--- config.mk ---
export PLATFORM = sky130hd
export DESIGN_NAME = display_scan_ctrl
export DESIGN_NICKNAME = d
export VERILOG_FILES = /design/src/rtl/display_scan_ctrl_pkg.sv /design/src/rtl/bcd_to_7seg.sv /design/src/rtl/display_scan_ctrl.sv
export SDC_FILE = /design/constraint.sdc
export NUM_CORES = 1
export LEC_CHECK = 0
export CAP_MARGIN = 10
export CORE_MARGIN = 1.5
export CORE_UTILIZATION = 47
export CTS_CLUSTER_SIZE = 24
export DETAILED_ROUTE_END_ITERATION = 6
export PLACE_DENSITY = 0.68
export RECOVER_POWER = 100
export SYNTH_ARGS = -nofsm -noshare
export SYNTH_HDL_FRONTEND = slang
export SYNTH_HIERARCHICAL = 1
export SYNTH_SLANG_ARGS = --single-unit
--- constraint.sdc ---
create_clock -name clk -period 2.8 [get_ports clk]
set_input_delay 0.56 -clock clk [delete_from_list [all_inputs] [get_ports clk]]
set_output_delay 0.56 -clock clk [all_outputs]
set_load 0.005 [all_outputs]
--- src/rtl/display_scan_ctrl_pkg.sv ---
// Shared constants for the four-digit seven-segment scan controller.
// Holds the segment patterns (active-low, bit 6 = a .. bit 0 = g), the blank
// pattern, the scan FSM state encoding and the leading-zero helper.
package display_scan_ctrl_pkg;

   typedef enum logic {
      GUARD_S = 1'b0,   // anodes off while the segment lines settle
      DRIVE_S = 1'b1    // selected digit anode enabled
   } state_t;

   localparam logic [6:0] SEG_BLANK = 7'b1111111;
   localparam logic [6:0] SEG_ERR   = 7'b1001000;   // shown for codes 10..15

   localparam logic [6:0] SEG_0 = 7'b0000001;
   localparam logic [6:0] SEG_1 = 7'b1001111;
   localparam logic [6:0] SEG_2 = 7'b0010010;
   localparam logic [6:0] SEG_3 = 7'b0000110;
   localparam logic [6:0] SEG_4 = 7'b1001100;
   localparam logic [6:0] SEG_5 = 7'b0100100;
   localparam logic [6:0] SEG_6 = 7'b1100000;
   localparam logic [6:0] SEG_7 = 7'b0001111;
   localparam logic [6:0] SEG_8 = 7'b0000000;
   localparam logic [6:0] SEG_9 = 7'b0001100;

   // A digit is a leading zero when it and every digit above it are zero.
   // Digit 0 is always shown so a value of zero still displays "0".
   function automatic logic lz_suppress(input logic [15:0] i_dat, input logic [1:0] i_idx);
      logic w_blank;
      w_blank = 1'b0;
      case (i_idx)
         2'd1:    w_blank = (i_dat[15:4]  == 12'd0);
         2'd2:    w_blank = (i_dat[15:8]  == 8'd0);
         2'd3:    w_blank = (i_dat[15:12] == 4'd0);
         default: w_blank = 1'b0;
      endcase
      return w_blank;
   endfunction

endpackage

--- src/rtl/bcd_to_7seg.sv ---
// Combinational BCD digit to active-low seven-segment decoder.
// Ports: i_digit (4-bit code in), o_seg (7-bit pattern out, bit 6 = a).
// Latency: none (pure combinational); no flow control.
module bcd_to_7seg
   import display_scan_ctrl_pkg::*;
(
   input  logic [3:0] i_digit,
   output logic [6:0] o_seg
);

   always_comb begin
      o_seg = SEG_ERR;
      case (i_digit)
         4'd0:    o_seg = SEG_0;
         4'd1:    o_seg = SEG_1;
         4'd2:    o_seg = SEG_2;
         4'd3:    o_seg = SEG_3;
         4'd4:    o_seg = SEG_4;
         4'd5:    o_seg = SEG_5;
         4'd6:    o_seg = SEG_6;
         4'd7:    o_seg = SEG_7;
         4'd8:    o_seg = SEG_8;
         4'd9:    o_seg = SEG_9;
         default: o_seg = SEG_ERR;
      endcase
   end

endmodule

--- src/rtl/display_scan_ctrl.sv ---
// Time-multiplexed scan controller for a four-digit common-anode display.
// Ports: clk, reset (async, active-high); load/data_in/dp_in/blank_lz capture
//        a new value into a shadow register, pending flags it until the frame
//        boundary; an/seg/dp are registered active-low display drives.
// Latency: an/seg/dp lag the slot counter by one cycle; a load shows up from
// the next frame boundary. Loads are always accepted (last load wins).
module display_scan_ctrl
   import display_scan_ctrl_pkg::*;
#(
   parameter int DIV   = 50000,   // cycles per digit slot
   parameter int GUARD = 2        // blanked cycles at the start of each slot
)(
   input  logic        clk,
   input  logic        reset,
   input  logic        load,
   input  logic [15:0] data_in,
   input  logic [3:0]  dp_in,
   input  logic        blank_lz,
   output logic        pending,
   output logic [3:0]  an,
   output logic [6:0]  seg,
   output logic        dp
);

   localparam logic [15:0] CNT_LAST = 16'(DIV - 1);
   localparam logic [15:0] GUARD_W  = 16'(GUARD);

   // scan position
   logic [15:0] r_cnt;
   logic [1:0]  r_idx;
   state_t      r_state;
   state_t      w_state_nxt;

   // shadow (written by load) and active (displayed) copies of the value
   logic [15:0] r_sh_dat;
   logic [3:0]  r_sh_dp;
   logic        r_sh_blz;
   logic [15:0] r_act_dat;
   logic [3:0]  r_act_dp;
   logic        r_act_blz;
   logic        r_pending;

   // registered display drives
   logic [3:0]  r_an;
   logic [6:0]  r_seg;
   logic        r_dp;

   logic        w_slot_end;
   logic        w_frame_end;
   logic [15:0] w_cnt_nxt;
   logic [3:0]  w_digit;
   logic [6:0]  w_dec_seg;
   logic [3:0]  w_an_nxt;
   logic [6:0]  w_seg_nxt;
   logic        w_dp_nxt;

   assign w_slot_end  = (r_cnt == CNT_LAST);
   assign w_frame_end = w_slot_end && (r_idx == 2'd3);
   assign w_cnt_nxt   = w_slot_end ? 16'd0 : r_cnt + 16'd1;
   assign w_digit     = r_act_dat[{r_idx, 2'b00} +: 4];

   bcd_to_7seg u_dec (
      .i_digit (w_digit),
      .o_seg   (w_dec_seg)
   );

   // slot counter and digit index
   always_ff @(posedge clk or posedge reset) begin
      if (reset) begin
         r_cnt <= 16'd0;
         r_idx <= 2'd0;
      end else begin
         r_cnt <= w_cnt_nxt;
         if (w_slot_end) begin
            r_idx <= r_idx + 2'd1;
         end
      end
   end

   // FSM state register; the state always tracks the current counter value
   always_ff @(posedge clk or posedge reset) begin
      if (reset) begin
         r_state <= GUARD_S;
      end else begin
         r_state <= w_state_nxt;
      end
   end

   // next state plus the display drives for the current slot position
   always_comb begin
      w_state_nxt = r_state;
      w_an_nxt    = 4'b1111;
      w_seg_nxt   = SEG_BLANK;
      w_dp_nxt    = 1'b1;

      if (w_cnt_nxt < GUARD_W) begin
         w_state_nxt = GUARD_S;
      end else begin
         w_state_nxt = DRIVE_S;
      end

      case (r_state)
         DRIVE_S: begin
            w_an_nxt = ~(4'b0001 << r_idx);
            if (r_act_blz && lz_suppress(r_act_dat, r_idx)) begin
               w_seg_nxt = SEG_BLANK;
            end else begin
               w_seg_nxt = w_dec_seg;
            end
            // the decimal point survives leading-zero suppression
            w_dp_nxt = ~r_act_dp[r_idx];
         end
         default: begin
            w_an_nxt  = 4'b1111;
            w_seg_nxt = SEG_BLANK;
            w_dp_nxt  = 1'b1;
         end
      endcase
   end

   always_ff @(posedge clk or posedge reset) begin
      if (reset) begin
         r_an  <= 4'b1111;
         r_seg <= SEG_BLANK;
         r_dp  <= 1'b1;
      end else begin
         r_an  <= w_an_nxt;
         r_seg <= w_seg_nxt;
         r_dp  <= w_dp_nxt;
      end
   end

   // Shadow/active double buffer. The transfer reads the pre-load shadow, so a
   // load on the boundary cycle is kept for the following frame.
   always_ff @(posedge clk or posedge reset) begin
      if (reset) begin
         r_sh_dat  <= 16'd0;
         r_sh_dp   <= 4'd0;
         r_sh_blz  <= 1'b0;
         r_act_dat <= 16'd0;
         r_act_dp  <= 4'd0;
         r_act_blz <= 1'b0;
         r_pending <= 1'b0;
      end else begin
         if (w_frame_end) begin
            r_act_dat <= r_sh_dat;
            r_act_dp  <= r_sh_dp;
            r_act_blz <= r_sh_blz;
         end
         if (load) begin
            r_sh_dat <= data_in;
            r_sh_dp  <= dp_in;
            r_sh_blz <= blank_lz;
         end
         if (load) begin
            r_pending <= 1'b1;
         end else if (w_frame_end) begin
            r_pending <= 1'b0;
         end
      end
   end

   assign pending = r_pending;
   assign an      = r_an;
   assign seg     = r_seg;
   assign dp      = r_dp;

endmodule

=== Word-level counts from Yosys, hierarchy flattened ===
Memory sizes are Yosys's and may differ from the RTL's.
Index checks and enable logic that the tools add are counted.

* Memory bits (read-only): 112
* Memory bits (writable): 0
* Bits in registers: 74
* Memories: 1
* Latch bits: 0
* Output and inout port bits: 13

* Add/subtract/negate cells: 2
* Div/mod/pow operators: 0
* Multiplexer cells: 12
* Bitwise gates (word level): 2
* Order comparisons: 2
* Shift-type cells: 2
* Equality and inequality tests: 4
* $mul: 0
* Reduce and logical (&&, ||, !) cells: 6

{| class="wikitable"
|+ Memory list
! name !! words !! bits a word !! rd ports !! clocked after memory_dff !! write ports !! RTL line !! source
|-
| (no name shown) || 16 || 7 || 1 || 0 || 0 || bcd_to_7seg.sv:13 || <nowiki>case (i_digit)</nowiki>
|}

{| class="wikitable"
|+ Operators with widths
! kind !! count
|-
| 16-bit by 1-bit adder with 16-bit output, second input constant || 1
|-
| 16-bit equality test, second input constant || 1
|-
| 16-bit by 2-bit < comparator with 1-bit output, second input constant || 1
|-
| 16-bit 2-to-1 mux || 1
|-
| 16-bit by 5-bit variable part select with 4-bit output || 1
|-
| 7-bit 2-to-1 mux || 2
|-
| 12-bit logical NOT || 1
|-
| 8-bit logical NOT || 1
|-
| 1-bit 2-to-1 mux || 6
|-
| 2-bit equality test, second input constant || 2
|-
| 4-bit logical NOT || 1
|-
| 4-bit 2-to-1 mux || 1
|-
| 4-bit NOT || 1
|-
| 1-bit by 2-bit left shift with 4-bit output, first input constant || 1
|-
| 2-bit by 3-bit < comparator with 1-bit output, second input constant || 1
|-
| 1-bit one-hot mux with 3 select lines || 1
|-
| 2-bit by 1-bit adder with 2-bit output, second input constant || 1
|-
| 1-bit binary-select mux with 2-bit select || 1
|-
| 2-bit by 1-bit equality test with 1-bit output, second input constant || 1
|-
| 1-bit logical AND || 2
|-
| 2-bit nonzero test || 1
|-
| 1-bit NOT || 1
|}

=== Depth between registers and ports, before layout ===
* Depth after elaboration: 6
* Mapped depth: 8

=== Hierarchy ===
The synthesis kept the hierarchy.

{| class="wikitable"
|+ By module, submodules not included
! module !! instances !! area each (sq um) !! cells each
|-
| display_scan_ctrl || 1 || 3383.2 || 244
|-
| bcd_to_7seg || 1 || 153.9 || 22
|}

=== Worst setup path before layout ===
Ideal clock, no wire load.

* Path kind: register to register
* Start: register r_idx[0]
* End: register r_seg[3] (netlist: seg[3])
* Clock period less this slack: 2.087 ns
* Arrival time: 2.002 ns
* Path buffers: 1
* Setup slack: 0.713 ns
* Stages on the path, launching flop included: 8
* Required time: 2.716 ns
* Library setup time: 0.084 ns
* Cells stage by stage: dfrtp_1 -> clkbuf_1 -> mux4_2 -> inv_1 -> ha_1 -> nor3b_1 -> a21oi_1 -> or2_2

* Elaborated cells on any way between the ends: 10

{| class="wikitable"
|+ RTL lines
! item !! RTL line !! source
|-
| from (decl) || display_scan_ctrl.sv:30 || <nowiki>logic [1:0] r_idx;</nowiki>
|-
| from (signal assigned) || display_scan_ctrl.sv:75 || <nowiki>r_idx <= r_idx + 2'd1;</nowiki>
|-
| 16-bit by 5-bit variable part select with 4-bit output || display_scan_ctrl.sv:60 || <nowiki>assign w_digit = r_act_dat[{r_idx, 2'b00} +: 4];</nowiki>
|-
| net w_digit[0] || display_scan_ctrl.sv:51 || <nowiki>logic [3:0] w_digit;</nowiki>
|-
| memory 16 x 7 bit || n/a ||
|-
| net w_dec_seg[3] || display_scan_ctrl.sv:52 || <nowiki>logic [6:0] w_dec_seg;</nowiki>
|-
| 7-bit 2-to-1 mux || display_scan_ctrl.sv:105 || <nowiki>if (r_act_blz && lz_suppress(r_act_dat, r_idx)) begin</nowiki>
|-
| 7-bit 2-to-1 mux || display_scan_ctrl.sv:102 || <nowiki>case (r_state)</nowiki>
|-
| net w_seg_nxt[3] || display_scan_ctrl.sv:54 || <nowiki>logic [6:0] w_seg_nxt;</nowiki>
|-
| to (signal assigned) || display_scan_ctrl.sv:128 || <nowiki>r_seg <= w_seg_nxt;</nowiki>
|-
| to (decl) || display_scan_ctrl.sv:45 || <nowiki>logic [6:0] r_seg;</nowiki>
|}

The timed path passes the listed nets, and every way through them passes these cells. The select of a mux whose other input is x is not followed.
A chain may end at the register's enable or synchronous reset.

=== Worst setup path in the final report ===
* Start: register r_cnt[0]
* End: register r_cnt[9]

* Word-level cells in the longest chain between the ends: 2
* Elaborated cells on any way between the ends: 3

{| class="wikitable"
|+ Ends and longest elaborated chain
! item !! RTL line !! source
|-
| from (decl) || display_scan_ctrl.sv:29 || <nowiki>logic [15:0] r_cnt;</nowiki>
|-
| from (signal assigned) || display_scan_ctrl.sv:73 || <nowiki>r_cnt <= w_cnt_nxt;</nowiki>
|-
| 16-bit by 1-bit adder with 16-bit output or 16-bit equality test (tied branches) || display_scan_ctrl.sv:59, display_scan_ctrl.sv:57 ||
|-
| 16-bit 2-to-1 mux (*) || display_scan_ctrl.sv:59 || <nowiki>assign w_cnt_nxt = w_slot_end ? 16'd0 : r_cnt + 16'd1;</nowiki>
|-
| net w_cnt_nxt[9] || display_scan_ctrl.sv:50 || <nowiki>logic [15:0] w_cnt_nxt;</nowiki>
|}

The timed path passes the listed nets; every way through them passes the cells marked *.

==> reports/results.ini <==
[synth]
yosysUniqueCellTypes = 54
synth.area.top_cells = dfrtp_1, dfstp_2, mux2_4
ys_top_cells_by_count = dfrtp_1, mux2_2, mux2_4
yosysWarnings = 6
synth-seq-cells = 74
ys_seq_area_frac = 0.528
syn_area_mm2 = 0.00354
synth_ff_type = dfrtp_1
syn_area_per_cell_um2 = 13.3
post-synth-top-area-cell = dfrtp_1
synthCells = 266
yosysMostFrequentCell = dfrtp_1
synth_top_area_share = 0.439
async_flop_share = 1.00
syn_nets = 300
synth_edf_count = 0

[cts]
cts_setup_buffers = 0
cts-root-buf = clkbuf_8
clock_path_buffers = 2
clock_latency_ns = 0.35
clkTransAtPathRegs_ns = 0.07
post_cts_resized = 0
cts_buffers = 9
htreeDepth = 3
clkSinkCount = 74
cts_hold_buf = 0
cts_tree = built

[worst_setup_path]
cp_num_buf_inv = 1
cp_data_arrival_time_ns = 2.47
crit_chain = ha_1 -> nand3_1 -> nor3_4 -> clkbuf_1 -> o21ai_0 -> a22o_1
crit_family = simple AND/OR/NAND/NOR gates
worst-path-max-fanout = 12
cpPeakStageDelay_ns = 0.48
worst_ep_required_time_ns = 3.04
worst-setup-path-type = reg2reg
cp_slowest_cell = clkbuf_1
cp-end-kind = flop
cp-start-kind = flop

[die]
die-area_mm2 = 0.00806
core_mm2 = 0.00725
die_h_um = 89.8
row_count = 31
start_util = 0.488
io_pins = 37
dieWidth_um = 89.8

[global_routing]
antenna_found_initial = 0
track_usage = 0.178
grt.met3_usage = 0.0347
grt_pass1_vias = 2262
use_met1 = 0.253
grt_max_degree = 26
grt_pass1_wl_um = 11400
grt_util_met2 = 0.262
grt-ovfl-total = 0
busiest_layer = met2

[sta]
rsz0062_at_grt = no
timing.hold.ws_ns = 0.490
setup_viol_count_final = 0
clock_skew_ns = 0.00794
fin_crit_ns = 2.23
final_max_slew_viol_count = 0
worst_slew_pin_slew_ns = 1.29
hold_viol = 0
slew_headroom = 0.142
fmax_mhz = 448
period_share = 0.796
fin_tns_setup_ns = 0

[power]
p_int_w = 0.00168
switching_share = 0.210
seqPwrFrac = 0.524
p_leak_nw = 1.84
vdd_ir_drop_max_uv = 238
p_sw_w = 0.000448
powerDensity_mw_per_mm2 = 517
power_frac_clock = 0.432
comb_power_share = 0.044

[placed_design]
numPortBuffers = 36
gp_congestion = 0.851
hpwl_um = 4580

[drt]
totalWireLength_um = 6500
firstDrtPassIters = 4
drt-initial-drc-count = 75
ant_nets = 0
vias = 2158
wl_per_cell_um = 15.7
drc_errors = 0
avgViaCountPerCell = 5.21

[cells_and_area]
final-seq-area_mm2 = 0.00187
fillers = 635
area_growth_pct = 16.4
fin_nets = 344
antenna_cells = 0
drive_gt1_frac = 0.222
multi_input_area_mm2 = 0.00149

[run_status]
outcome = finished clean

[run]
drv_cap = 0

[min_path]
worstHoldPathType = reg2reg

==> placed cells by master, fill, tap and decap left out, types with 2 or more instances in the layout <==
| master | instances |
|---|---|
| clkbuf_8 | 10 |
| clkbuf_1 | 9 |
| mux2_1 | 18 |
| clkdlybuf4s50_1 | 21 |
| or2_2 | 8 |
| nor4_1 | 4 |
| a21o_1 | 3 |
| ha_1 | 10 |
| nand3b_1 | 2 |
| nand2b_1 | 2 |
| nand4_1 | 3 |
| dfrtp_1 | 62 |
| mux2i_1 | 3 |
| clkinvlp_4 | 2 |
| nor2_1 | 10 |
| nor3b_1 | 3 |
| inv_1 | 7 |
| xor2_1 | 5 |
| xnor2_1 | 8 |
| or3_1 | 5 |
| nor3_1 | 6 |
| dlygate4sd3_1 | 15 |
| mux2_2 | 23 |
| o2111ai_1 | 2 |
| dfstp_2 | 12 |
| nand3_1 | 6 |
| a211oi_1 | 2 |
| mux4_2 | 5 |
| o21ai_0 | 7 |
| a21oi_1 | 4 |
| nand2_1 | 14 |
| bufinv_16 | 2 |
==> final timing paths <==
| path | start | endpoint | slack, ns | cells past startpoint |
|---|---|---|---|---|
| setup / recovery | r_cnt[0] | r_cnt[9] | 0.57 | 6 |
| hold / removal | pending | pending | 0.49 | 1 |
| setup reg to reg | r_cnt[0] | r_cnt[9] | 0.57 | 6 |
| hold reg to reg | pending | pending | 0.49 | 1 |
| max in group asynchronous | reset | r_idx[0] | 0.85 | 3 |
| min in group asynchronous | reset | r_act_dp[0] | 0.85 | 2 |
==> kinds of logic after synthesis <==
kind of cell | after synthesis | synth area share
AND/OR/NAND/NOR | 76 | 0.135
AO/OA/AOI/OAI | 25 | 0.0485
buffers and inverters | 18 | 0.0269
multiplexers | 50 | 0.194
adder cells (fa/ha/maj) | 10 | 0.0354
flip-flops | 74 | 0.528
XOR/XNOR | 13 | 0.0322
==> power by group through the flow <==
| stage | sequential [W] | clock (W) | combinational [W] |
|---|---|---|---|
| floorplan | 0.00113 | 0 | 0.0000524 |
| global placement | 0.00114 | 0 | 0.000100 |
| detailed placement | 0.00114 | 0 | 0.000102 |
| CTS | 0.00112 | 0.000943 | 0.000102 |
| global route | 0.00112 | 0.000974 | 0.000106 |
| finish | 0.00112 | 0.000920 | 0.0000944 |
==> per-stage QoR <==
step / instances / util / setup slack, ns / power (W) / area, um^2
global placement: 398 / 0.553 / 0.734 / 0.00124 / 4010
CTS: 414 / 0.583 / 0.649 / 0.00216 / 4230
finish: 414 / 0.568 / 0.570 / 0.00213 / 4120
floorplan: 266 / - / 0.378 / 0.00118 / 3540
detailed placement: 398 / 0.553 / 0.665 / 0.00124 / 4010
global route: 414 / 0.568 / 0.325 / 0.00220 / 4120
==> cell type report <==
class,count,area share
Sequential cell,74,0.453
Multi-Input combinational cell,174,0.362
Timing Repair Buffer,43,0.0939
Clock buffer,12,0.0352
Tap cell,99,0.0301
Clock inverter,4,0.0182
Inverter,8,0.00729
==> state kept, by name (all words and copies together) (netlist names) <==
signal     cells
r_act_dat     16
r_cnt         16
r_sh_dat      16
seg            7
an             4
r_act_dp       4
r_sh_dp        4
r_idx          2
dp             1
pending        1
r_act_blz      1
r_sh_blz       1
r_state        1
==> per-layer routing <==
layer | vias to the layer above | wire [um] | part of all wire
li1 | 1043 | - | -
met1 | 1058 | 3320 | 0.51
met2 | 44 | 2840 | 0.44
met5 | - | 0 | 0
met3 | 13 | 203 | 0.031
met4 | 0 | 140 | 0.022
(Power assumes the default switching activity.)
